==> config.mk <==
export PLATFORM = sky130hd
export DESIGN_NAME = sn74ls93_capture
export DESIGN_NICKNAME = d
export VERILOG_FILES = /design/src/rtl/sn74ls93_capture.sv
export SDC_FILE = /design/constraint.sdc
export NUM_CORES = 1
export LEC_CHECK = 0
export CORE_MARGIN = 5
export CORE_UTILIZATION = 30
export CTS_CLUSTER_DIAMETER = 150
export DETAILED_ROUTE_END_ITERATION = 12
export GPL_TIMING_DRIVEN = 0
export HOLD_SLACK_MARGIN = 0.08
export PLACE_DENSITY = 0.46
export SYNTH_ARGS = -nofsm -noshare
export SYNTH_HDL_FRONTEND = slang
export SYNTH_SLANG_ARGS = --single-unit
==> constraint.sdc <==
create_clock -name clk -period 2.5 [get_ports clk]
set_clock_uncertainty 0.05 [all_clocks]
set_input_delay 0.5 -clock clk [delete_from_list [all_inputs] [get_ports clk]]
set_output_delay 0.5 -clock clk [all_outputs]
set_load 0.01 [all_outputs]
==> src/rtl/sn74ls93_capture.sv <==
// Capture stage for an sn74ls93/sn74ls90-style ripple counter: synchronizes the
// dcba outputs, rejects ripple transients, and extends the count to 8 bits.
module sn74ls93_capture #(
  parameter int MODULUS     = 16,
  parameter int SYNC_STAGES = 2
) (
  input  logic       clk,
  input  logic       clr,
  input  logic [3:0] d,
  input  logic       le,
  output logic [7:0] q,
  output logic       wrap,
  output logic       valid,
  output logic       err,
  output logic       ovf
);

  if (!(MODULUS == 10 || MODULUS == 16)) begin : g_bad_modulus
    $error("sn74ls93_capture: MODULUS must be 10 or 16");
  end
  if (!(SYNC_STAGES == 2 || SYNC_STAGES == 3)) begin : g_bad_sync
    $error("sn74ls93_capture: SYNC_STAGES must be 2 or 3");
  end

  localparam logic [4:0] MOD_LIMIT = 5'(MODULUS);

  logic [SYNC_STAGES-1:0][3:0] sync_q;
  logic [SYNC_STAGES-1:0]      fill_q;
  logic [3:0]                  s;
  logic [3:0]                  s_ahead;
  logic                        stable;

  logic [3:0] lo_q,    lo_d;
  logic [3:0] hi_q,    hi_d;
  logic [7:0] q_q,     q_d;
  logic       wrap_q,  wrap_d;
  logic       valid_q, valid_d;
  logic       err_q,   err_d;
  logic       ovf_q,   ovf_d;

  // fill_q marks which synchronizer stages hold a real post-reset sample, so
  // the all-zero reset contents are never mistaken for a stable count.
  always_ff @(posedge clk or posedge clr) begin
    if (clr) begin
      sync_q <= '0;
      fill_q <= '0;
    end else begin
      // NOTE: non-blocking assignments let every stage shift from the old
      // value of its predecessor; blocking ones would collapse the chain.
      sync_q <= {sync_q[SYNC_STAGES-2:0], d};
      fill_q <= {fill_q[SYNC_STAGES-2:0], 1'b1};
    end
  end

  // s is stable when the stage behind it already holds the same value, so the
  // filter decides without waiting an extra cycle: latency is SYNC_STAGES+1.
  assign s       = sync_q[SYNC_STAGES-1];
  assign s_ahead = sync_q[SYNC_STAGES-2];
  assign stable  = fill_q[SYNC_STAGES-1] && (s == s_ahead);

  always_comb begin
    // NOTE: every variable gets a default before any branch, otherwise paths
    // that skip an assignment would infer a latch.
    lo_d    = lo_q;
    hi_d    = hi_q;
    valid_d = valid_q;
    err_d   = err_q;
    ovf_d   = ovf_q;
    wrap_d  = 1'b0;

    if (stable) begin
      if ({1'b0, s} >= MOD_LIMIT) begin
        err_d = 1'b1;
      end else if (!valid_q) begin
        lo_d    = s;
        valid_d = 1'b1;
      end else begin
        // Any decrease is one wrap, however many counts were skipped.
        if (s < lo_q) begin
          hi_d   = hi_q + 4'd1;
          wrap_d = 1'b1;
          if (hi_q == 4'hF) begin
            ovf_d = 1'b1;
          end
        end
        lo_d = s;
      end
    end

    q_d = le ? {hi_d, lo_d} : q_q;
  end

  always_ff @(posedge clk or posedge clr) begin
    if (clr) begin
      lo_q    <= '0;
      hi_q    <= '0;
      q_q     <= '0;
      wrap_q  <= 1'b0;
      valid_q <= 1'b0;
      err_q   <= 1'b0;
      ovf_q   <= 1'b0;
    end else begin
      lo_q    <= lo_d;
      hi_q    <= hi_d;
      q_q     <= q_d;
      wrap_q  <= wrap_d;
      valid_q <= valid_d;
      err_q   <= err_d;
      ovf_q   <= ovf_d;
    end
  end

  assign q     = q_q;
  assign wrap  = wrap_q;
  assign valid = valid_q;
  assign err   = err_q;
  assign ovf   = ovf_q;

endmodule

==> impl_results.md <==
- Placed insts: 178
- Count of different cell masters after synthesis: 35
- Critical Path End Type: flop
- CP peak stage delay: 0.42 ns
- CTS Buffer Depth: 2
- Vias per cell: 4.76
- Core area: 0.00406 mm2
- Synth top cells by count: dfrtp_1, nand2_1, a31oi_1, inv_1, nor2_1
- Hpwl dp: 1.72 mm
- Worst Hold Class: flop to flop
- Post-Layout Cell Count: 186
- DRC Markers: 0
- H-tree depth: 2
- Layout cell share with drive strength beyond 1: 0.132
- Critical-path cell list: ha_1, o211ai_1, o211a_1, a31oi_1, a221o_1
- TritonCTS Buffers: 5
- Unrepaired setup endpoints after global routing: false
- Clock period minus worst slack: 1.79 ns
- Maximum VDD drop: 0.303 mV
- Synth Warn #: 0
- Top cells by area, synth: dfrtp_1, ha_1, a31oi_1
- WP data required: 2.61 ns
- Synth Cell Area: 0.00128 mm2
- DIE AREA: 0.00567 mm2
- Drt initial violations: 40
- Setup-failing EPs final: 0
- Total Wirelength: 2.35 mm
- Post-synth top area share: 0.567
- Final worst path period share: 0.715
- Clk root buf: clkbuf_8
- Routability Congestion: 0.798
- Max-cap viol count: 0
- Dpl cell area: 0.00151 mm2
- Design area: 0.00161 mm2
- Post-route setup TNS: 0 ns
- Die span in y: 75.3 um
- FP Rows: 23
- Initial Util: 0.315
- Fmax: 560 MHz
- CP max stage cell: dfrtp_1
- Cts repair resizes: 0
- Antenna violations before repair: 0
- Final Max Tran Viols: 0
- CP Launch Type: flop
- Inserted Diodes: 0
- Asr flop ratio synth: 1.00
- Clock Latency Late Sink: 0.27 ns
- IO buf count: 17
- Critical setup path kind: flop to flop
- Outcome: finished, final reports clean
- Power per cell area: 809 mW/mm2
- Post-synthesis sequential area ratio: 0.567
- WL/cell: 12.6 um
- Fill cells: 413
- Rel. slew slack: 0.262
- IO Count: 19
- Post-synth EDFFs: 0
- Register area: 726 um2
- Nets: 146
- Worst slew pin tran: 1.11 ns
- Worst Path Buf+Inv: 0
- CP top delay family: compound AO/OA/AOI/OAI gates
- CP arrival: 1.90 ns
- Layout area overhead: 26.1%
- Prevailing post-synth register cell: dfrtp_1
- Leak: 0.717 nW
- Area occupied by multi-input gates: 497 um2
- Largest net degree at the start of global routing: 30
- 1st-pass router iterations: 2
- Syn Area/Cell: 11.5 um2
- Syn Nets: 122
- Vias in the first global route: 922
- Flops & latches, synth: 29
- Most frequent cell after synthesis: dfrtp_1
- Synth area leader: dfrtp_1
- Post-CTS Setup Inserts: 0
- First-pass GRT wire length: 4.11 mm
- Hold Vio Cnt, Final: 0
- Global route overflow: 0
- Hold buffer count at cts: 0
- Die Wd: 75.3 um
- CP max FO: 5
- Util after Layout: 0.398
- CTS tree: done
- Syn Inst Count: 111
- Sink Count: 29
- Vias: 885
- Clk slew on worst S/H paths: 0.06 ns
- Total Routing Usage GR: 0.0990
- Post-DRT Antenna Nets: 0
per-layer routing:
| metal | part of all wire | global-route usage |
|---|---|---|
| met2 | 0.46 | 0.151 |
| met1 | 0.47 | 0.123 |
| met5 | 0 | 0 |
| met4 | 0.020 | 0.0466 |
| met3 | 0.050 | 0.0396 |
power by group:
| part | internal, mW | switching [mW] |
|---|---|---|
| clock | 0.248 | 0.168 |
| sequential | 0.541 | 0.0565 |
| combinational | 0.144 | 0.149 |
layout by cell type (no fill, tap or decap), drive strengths merged, types with 2 or more instances in the layout:
cell type      instances
a31oi                  7
buf                    3
clkbuf                 9
clkdlybuf4s50         17
conb                   2
dfrtp                 29
ha                     4
inv                    7
nand2                 10
nand3                  6
nand4                  4
nor2                   6
nor2b                  2
nor3                   3
o211ai                 3
o21ai                  4
xnor2                  6
final timing paths:
kind	from	to	slack (ns)	cells past startpoint
min in group asynchronous	clr	hi_q[0]	0.76	2
hold / removal	fill_q[0]	fill_q[1]	0.30	0
hold reg to reg	fill_q[0]	fill_q[1]	0.30	0
setup / recovery	s[1]	q[4]	0.71	5
setup reg to reg	s[1]	q[4]	0.71	5
max in group asynchronous	clr	q[3]	0.98	2
per-stage QoR:
stage	worst slack, ns	total power, mW	hold slack (ns)
2_1_floorplan	0.843	0.785	0.281
3_3_place_gp	0.609	0.903	0.284
3_5_place_dp	0.557	0.905	0.292
4_1_cts	0.704	1.34	0.307
5_1_grt	0.627	1.40	0.316
6_report	0.713	1.31	0.302
logic make-up (layout without fill, tap and decap cells):
group	count (synthesis)	in the layout	synth area share
AND/OR/NAND/NOR	35	35	0.159
flip-flops	29	29	0.567
AO/OA/AOI/OAI	22	22	0.124
buffers and inverters	12	37	0.0450
XOR/XNOR	7	7	0.0596
adder cells (fa/ha/maj)	4	4	0.0391
other	2	2	0.00587
layout make-up:
cell class	instances	area share
buffer	5	0.0194
clock buffer	7	0.0597
clock inverter	1	0.00310
inverter	7	0.0163
multi-input combinational	70	0.308
sequential	29	0.450
tap	50	0.0388
timing repair buffer	17	0.105
flip-flops by register name, summed over array words and instances (netlist names):
name / flops
q: 8
fill_q: 2
ovf: 1
s_ahead: 4
wrap: 1
lo_q: 4
valid: 1
s: 4
hi_q: 4
Power figures use the tool's default switching activity.
